**src/rtl/sd_spi_master_if.sv**
```systemverilog
// Command/status bundle between the port controller (master side) and the
// SD card SPI engine (slave side).
interface sd_spi_master_if;
    logic       sd_signal;
    logic [1:0] sd_cmd;
    logic [7:0] sd_out;
    logic [7:0] sd_din;
    logic       sd_busy;
    logic       sd_timeout;

    modport master (
        output sd_signal,
        output sd_cmd,
        output sd_out,
        input  sd_din,
        input  sd_busy,
        input  sd_timeout
    );

    modport slave (
        input  sd_signal,
        input  sd_cmd,
        input  sd_out,
        output sd_din,
        output sd_busy,
        output sd_timeout
    );
endinterface

```
**src/rtl/sd_spi_master.sv**
```systemverilog
// SD card SPI master (mode 0, MSB first). Commands are issued by toggling
// sd_signal: 0 = 80-clock init burst, 1 = byte exchange, 2 = CS assert,
// 3 = CS release. Tracks runs of 0xFF replies to flag an unresponsive card.
module sd_spi_master #(
    parameter int DIV_INIT      = 32,
    parameter int DIV_FAST      = 2,
    parameter int TIMEOUT_BYTES = 256
) (
    input  logic          clock,
    input  logic          reset_n,
    sd_spi_master_if.slave host,
    output logic          spi_cs,
    output logic          spi_sclk,
    output logic          spi_mosi,
    input  logic          spi_miso
);

    localparam int HALF_MAX = (DIV_INIT > DIV_FAST) ? DIV_INIT : DIV_FAST;
    localparam int HW       = $clog2(HALF_MAX + 1);
    localparam int CW       = $clog2(TIMEOUT_BYTES + 1);

    localparam logic [HW-1:0] INIT_LAST = HW'(DIV_INIT - 1);
    localparam logic [HW-1:0] FAST_LAST = HW'(DIV_FAST - 1);
    localparam logic [CW-1:0] CNT_MAX   = CW'(TIMEOUT_BYTES);

    typedef enum logic [2:0] {
        S_IDLE,
        S_INIT,
        S_XFER,
        S_CSEL,
        S_CSREL
    } state_t;

    state_t        state;
    logic          armed;        // low for the first cycle after reset so sig_seen can resync
    logic          sig_seen;
    logic [HW-1:0] hcnt;         // clocks elapsed in the current SCLK half-period
    logic [2:0]    bcnt;         // bit index within a byte exchange
    logic [6:0]    pcnt;         // SCLK period index during init
    logic [6:0]    tx_rest;      // remaining transmit bits; bit 7 goes straight to MOSI
    logic [7:0]    rx;
    logic [CW-1:0] ff_cnt;
    logic [CW-1:0] ff_cnt_next;

    // Saturating increment of the consecutive-0xFF counter.
    always_comb begin
        ff_cnt_next = ff_cnt;
        if (ff_cnt != CNT_MAX) begin
            ff_cnt_next = ff_cnt + 1'b1;
        end
    end

    // Command detect, SPI sequencing and status flags in one registered FSM.
    always_ff @(posedge clock or negedge reset_n) begin
        if (!reset_n) begin
            state           <= S_IDLE;
            armed           <= 1'b0;
            sig_seen        <= 1'b0;
            hcnt            <= '0;
            bcnt            <= '0;
            pcnt            <= '0;
            tx_rest         <= '0;
            rx              <= '0;
            ff_cnt          <= '0;
            spi_cs          <= 1'b1;
            spi_sclk        <= 1'b0;
            spi_mosi        <= 1'b1;
            host.sd_din     <= 8'hFF;
            host.sd_busy    <= 1'b0;
            host.sd_timeout <= 1'b0;
        end else begin
            armed    <= 1'b1;
            sig_seen <= host.sd_signal;

            case (state)
                S_IDLE: begin
                    spi_sclk <= 1'b0;
                    spi_mosi <= 1'b1;
                    hcnt     <= '0;
                    bcnt     <= '0;
                    pcnt     <= '0;
                    if (armed && (host.sd_signal != sig_seen)) begin
                        host.sd_busy <= 1'b1;
                        case (host.sd_cmd)
                            2'd0: begin
                                // Init starts with the high half of the first period.
                                state           <= S_INIT;
                                spi_sclk        <= 1'b1;
                                spi_cs          <= 1'b1;
                                host.sd_timeout <= 1'b0;
                                ff_cnt          <= '0;
                            end
                            2'd1: begin
                                state    <= S_XFER;
                                spi_mosi <= host.sd_out[7];
                                tx_rest  <= host.sd_out[6:0];
                                rx       <= '0;
                            end
                            2'd2: state <= S_CSEL;
                            2'd3: state <= S_CSREL;
                        endcase
                    end
                end

                S_INIT: begin
                    if (hcnt == INIT_LAST) begin
                        hcnt <= '0;
                        if (spi_sclk) begin
                            spi_sclk <= 1'b0;
                        end else if (pcnt == 7'd79) begin
                            host.sd_busy <= 1'b0;
                            state        <= S_IDLE;
                        end else begin
                            spi_sclk <= 1'b1;
                            pcnt     <= pcnt + 1'b1;
                        end
                    end else begin
                        hcnt <= hcnt + 1'b1;
                    end
                end

                S_XFER: begin
                    if (hcnt == FAST_LAST) begin
                        hcnt <= '0;
                        if (!spi_sclk) begin
                            // Rising edge: capture the card's bit.
                            spi_sclk <= 1'b1;
                            rx       <= {rx[6:0], spi_miso};
                        end else if (bcnt == 3'd7) begin
                            spi_sclk     <= 1'b0;
                            spi_mosi     <= 1'b1;
                            host.sd_din  <= rx;
                            host.sd_busy <= 1'b0;
                            state        <= S_IDLE;
                            // Only replies while the card is selected count towards timeout.
                            if (!spi_cs) begin
                                if (rx == 8'hFF) begin
                                    ff_cnt <= ff_cnt_next;
                                    if (ff_cnt_next == CNT_MAX) begin
                                        host.sd_timeout <= 1'b1;
                                    end
                                end else begin
                                    ff_cnt <= '0;
                                end
                            end
                        end else begin
                            // Falling edge: present the next transmit bit.
                            spi_sclk <= 1'b0;
                            spi_mosi <= tx_rest[6];
                            tx_rest  <= {tx_rest[5:0], 1'b0};
                            bcnt     <= bcnt + 1'b1;
                        end
                    end else begin
                        hcnt <= hcnt + 1'b1;
                    end
                end

                S_CSEL: begin
                    spi_cs          <= 1'b0;
                    host.sd_timeout <= 1'b0;
                    ff_cnt          <= '0;
                    host.sd_busy    <= 1'b0;
                    state           <= S_IDLE;
                end

                S_CSREL: begin
                    spi_cs       <= 1'b1;
                    host.sd_busy <= 1'b0;
                    state        <= S_IDLE;
                end

                default: begin
                    host.sd_busy <= 1'b0;
                    state        <= S_IDLE;
                end
            endcase
        end
    end

endmodule

```
**src/flat_wrapper.sv**
```systemverilog
// flat-port wrapper written by rule: the top's interface ports become plain ports
module sd_spi_master_flat 
#(
    parameter int DIV_INIT      = 32,
    parameter int DIV_FAST      = 2,
    parameter int TIMEOUT_BYTES = 256
)
  (clock, reset_n, spi_cs, spi_sclk, spi_mosi, spi_miso, host_sd_signal, host_sd_cmd, host_sd_out, host_sd_din, host_sd_busy, host_sd_timeout);
  sd_spi_master_if host_i ();
  input  logic clock;
  input  logic reset_n;
  output logic spi_cs;
  output logic spi_sclk;
  output logic spi_mosi;
  input  logic spi_miso;
  input wire logic [$bits(host_i.sd_signal)-1:0] host_sd_signal;
  input wire logic [$bits(host_i.sd_cmd)-1:0] host_sd_cmd;
  input wire logic [$bits(host_i.sd_out)-1:0] host_sd_out;
  output wire logic [$bits(host_i.sd_din)-1:0] host_sd_din;
  output wire logic [$bits(host_i.sd_busy)-1:0] host_sd_busy;
  output wire logic [$bits(host_i.sd_timeout)-1:0] host_sd_timeout;
  assign host_i.sd_signal = host_sd_signal;
  assign host_i.sd_cmd = host_sd_cmd;
  assign host_i.sd_out = host_sd_out;
  assign host_sd_din = host_i.sd_din;
  assign host_sd_busy = host_i.sd_busy;
  assign host_sd_timeout = host_i.sd_timeout;
  sd_spi_master #(.DIV_INIT(DIV_INIT), .DIV_FAST(DIV_FAST), .TIMEOUT_BYTES(TIMEOUT_BYTES)) u_core (.clock(clock), .reset_n(reset_n), .host(host_i), .spi_cs(spi_cs), .spi_sclk(spi_sclk), .spi_mosi(spi_mosi), .spi_miso(spi_miso));
endmodule
```
**config.mk**
```make
export PLATFORM = sky130hd
export DESIGN_NAME = sd_spi_master_flat
export DESIGN_NICKNAME = d
export VERILOG_FILES = /design/src/rtl/sd_spi_master_if.sv /design/src/rtl/sd_spi_master.sv /design/src/flat_wrapper.sv
export SDC_FILE = /design/constraint.sdc
export NUM_CORES = 1
export LEC_CHECK = 0
export CAP_MARGIN = 25
export CORE_MARGIN = 4
export CORE_UTILIZATION = 25
export DETAILED_ROUTE_END_ITERATION = 12
export GPL_ROUTABILITY_DRIVEN = 0
export PLACE_DENSITY = 0.47
export SYNTH_ARGS = -nofsm -noshare
export SYNTH_HDL_FRONTEND = slang
export SYNTH_SLANG_ARGS = --single-unit
```
**constraint.sdc**
```tcl
create_clock -name clock -period 5.9 [get_ports clock]
set_input_delay 1.77 -clock clock [delete_from_list [all_inputs] [get_ports clock]]
set_output_delay 1.77 -clock clock [all_outputs]
set_load 0.01 [all_outputs]
```
After elaboration in Yosys (flattened, before gate mapping)
Index checks and enable logic that the tools add are counted. W data, S select, Z words.

Register bits after elaboration: 58.

Add/sub/neg operators: 4. Equal/unequal tests: 30. Mux-type cells: 74. Reduce and logical (&&, ||, !) cells: 19.

Operators by type and width (count): $mux W9 (8); $mux W7 (8); $mux W8 (4); $mux W3 (10); $mux W1 (29); $pmux W7 S2 (2); $pmux W9 S3 (1); $pmux W6 S3 (1); $ne A2 B1 Y1 const B (8); $pmux W8 S2 (1); $ne A2 B2 Y1 const B (7); $reduce_and A7 Y1 (2); $mux W6 (2); $pmux W1 S3 (4); $pmux W3 S4 (1); $reduce_and A4 Y1 (3); $add A9 B1 Y9 const B (1); $eq A9 B9 Y1 const B (1); $ne A9 B9 Y1 const B (1); $pmux W3 S3 (1); $reduce_and A3 Y1 (3); $reduce_and A9 Y1 (1); $reduce_bool A3 Y1 (3); $eq A8 B8 Y1 const B (1); other kinds (20) (24).

Depth between registers and ports, before layout
Depth after elaboration: 10. Gate-level depth with buffers: 8. Gate-level depth less buffers: 7.

Worst setup path after synthesis
Ideal clock, no wire load.

Path type: input-to-reg. Start point: input port host_sd_signal. End point: register u_core.ff_cnt[4]. Arrival: 2895 ps. Data required time: 5813 ps. Slack: 2919 ps. Stages on the path: 5. Path buffers: 0. Path through: xor2_1 a41oi_1 o31a_1 or4_1 o211ai_1.

Word-level cells in the longest chain between the ends: 4.

Ends and longest elaborated chain: start: declaration (RTL line flat_wrapper.sv:16) `input wire logic [$bits(host_i.sd_signal)-1:0] host_sd_signal;`; $ne A1 B1 Y1 (RTL line sd_spi_master.sv:82) `if (armed && (host.sd_signal != sig_seen)) begin`; $logic_and A1 B1 Y1 (RTL line sd_spi_master.sv:82); $ne A2 B1 Y1 (no line); $reduce_and A7 Y1 (no line); end signal: assignment (RTL line sd_spi_master.sv:138) `ff_cnt <= ff_cnt_next;`; end: declaration (RTL line sd_spi_master.sv:42) `logic [CW-1:0] ff_cnt;`.

Every way passes these cells. A chain may end at the register's enable or synchronous reset.

Final worst setup path
Ends and elaborated chain as after synthesis.

==> metrics <==
max-slew violation count 0; most frequent cell after synthesis dfrtp_1; clk slew on worst S/H paths 0.06 ns; fraction of registers with async set/reset 1.00; initial drt markers about 130; hold_ws 0.498 ns; Die W 120 um; Yosys top cell by area dfrtp_1; total gr overflow 0; postcts setup bufs 0; Post-Synthesis Mean Instance Area 9.68 um^2; Worst Hold Class flop to flop; critical path peak fanout 12; cell area after synthesis 0.00312 mm^2; reg2reg start u_core.state[0]; antenna violations before repair 0; clk root buf clkbuf_16; PnR worst setup slack 2.45 ns; flop2flop setup slack 3.19 ns; maximum vdd ir drop 109 uV; RSZ-0062 raised after global routing no; fmax roughly 290 MHz; post-route ant nets 0; hpwl dp 4870 um; minimum clock period 3.45 ns; Vias between 2k and 2.5k; WS Path Type input port to flop; Critical Path RT 6.15 ns; Leak 1.61 nW; Syn Inst Count 322; Synth cell types 51; fin crit share 0.585; syn nets 347; max-cap viol count 0; Post-Route Setup TNS 0 ns; #FFs+latches synth 58; Worst Setup End Kind flop; diode count 0; Worst setup SP type input port; Post-synth top cells dfrtp_1 (48), nand2_1 (40), o21ai_0 (24); critical path arrival 3.70 ns; Top FF cell, synth dfrtp_1; Initial Utilization 0.257; R2R cell count 5; clk_skew around 0.006 ns; Max H-tree Level 3; total power 0.951 mW; Die H 120 um; vias in the first global route 2444; first-pass GRT wire length 12400 um; CTS tree yes; Rows 40; sequential-to-total area share from yosys stat 0.470; drt drc 0; floorplan core area 0.0121 mm^2; share of layout cells above drive strength 1 0.142; Synth warnings 0; final core area utilization 0.317; largest net degree at the start of global routing 59; top cells by area, synth dfrtp_1 (39%), dfstp_2 (8.4%), mux2_2 (5.8%); number of synthesized flops with an enable pin 0; worst slack at placement between 2 and 2.5 ns; worst rel slew slack 0.378; overall routing resource usage 0.108; post-CTS sizing 0; synth-to-layout area growth 23.0%; status finished, final reports clean; WL/cell approximately 14 um; clk_lat worst skew around 0.33 ns; CTS sink cnt 58; count of final setup violators 0; Final nets 371; Buffers on Ports 26; RR Endpoint u_core.ff_cnt[4]; Via density 4.70; Die ar. ~0.014 mm^2; Yosys top cell area share 0.385; Num CTS Buffers 9; CTS Hold Bufs 0; Clock Tree Buf Depth 2; worst setup path startpoint host_sd_signal; final hold violation count 0; PwrDens 248 mW/mm^2; I/O pin cnt 27; Worst-Margin Slew 0.927 ns; DRT Pass-1 Iters 4; Routed WL 7070 um; worst setup path end u_core.ff_cnt[4]
## through the flow
stage | std cells | instance area, um^2
finish | 519 | 3830
floorplan | 322 | 3120
global route | 519 | 3830
detailed placement | 503 | 3530
global placement | 503 | 3530
CTS | 519 | 3830
## routing by layer
layer | vias to the layer above | wire, um | global-route usage
met5 | - | 0 | 0
met4 | 0 | 60 | 0.0315
met3 | 6 | 241 | 0.0382
met2 | 35 | 3310 | 0.168
met1 | 1187 | 3460 | 0.140
li1 | 1213 | - | -
## kinds of logic (layout without fill, tap and decap cells)
| family | after synthesis | after routing | synth area share |
|---|---|---|---|
| compound gates | 75 | 75 | 0.161 |
| xor+xnor | 8 | 8 | 0.0225 |
| fa+ha+maj | 11 | 11 | 0.0441 |
| buf+inv | 28 | 57 | 0.0373 |
| flops | 58 | 58 | 0.470 |
| mux | 20 | 20 | 0.0706 |
| other cells | 1 | 1 | 0.00120 |
| simple gates | 121 | 121 | 0.194 |
## registers in the layout, indices dropped and copies added, names as in the netlist, 3 cells and up
signal              count
u_core.ff_cnt           9
u_core.host.sd_din      8
u_core.rx               8
u_core.pcnt             7
u_core.tx_rest          7
u_core.hcnt             6
u_core.bcnt             3
u_core.state            3
## cell type report
class,count,area (um^2)
well taps,168,210
fillers,1282,8280
clock buffers,10,239
multi-input cells,236,1540
clock inverters,6,65.1
flip-flops and latches,58,1460
repair buffers,28,270
inverters,13,48.8
## report_power, final
part           internal, mW  switching (mW)
logic                0.0100          0.0135
registers             0.399        0.000542
clock network         0.338           0.190
total                 0.748           0.204
## worst min-delay path by stage
stage | startpoint | end | slack [ns] | cells after the start
finish | u_core.host.sd_timeout | u_core.host.sd_timeout | 0.50 | 2
floorplan | u_core.pcnt[1] | u_core.pcnt[1] | 0.47 | 2
detailed placement | u_core.tx_rest[3] | u_core.tx_rest[3] | 0.50 | 1
global route | u_core.host.sd_timeout | u_core.host.sd_timeout | 0.52 | 2
CTS | u_core.tx_rest[3] | u_core.tx_rest[3] | 0.51 | 1
global placement | u_core.tx_rest[4] | u_core.tx_rest[4] | 0.49 | 1
## worst max-delay path: stages
cell and delay [ns]:
clkdlybuf4s50_1 0.49, xor2_1 0.30, a41oi_1 0.20, o31a_1 0.28, or4_1 0.55, o211ai_1 0.10
## placed cells by master, fill, tap and decap left out, drive strengths merged, types with 3 or more instances in the layout
master         Yosys  layout
clkbuf            12      10
nand3             13      13
or4                3       3
dfstp             10      10
a21oi              7       7
nor2              21      21
o21ai             26      26
o31ai              6       6
a21o               4       4
and3               4       4
nor3              10      10
ha                11      11
clkdlybuf4s50      0      25
buf                3       3
nand4              5       5
clkinv             0       3
or3                4       4
dfrtp             48      48
mux2              16      16
xor2               4       4
inv               13      14
xnor2              4       4
nand2b             5       5
nand2             40      40
a22o               9       9
a31oi              3       3
nor3b              5       5
mux2i              4       4
a211oi             4       4
o22ai              3       3
o211ai             3       3
Note: power is estimated with default switching activity, not from simulation.
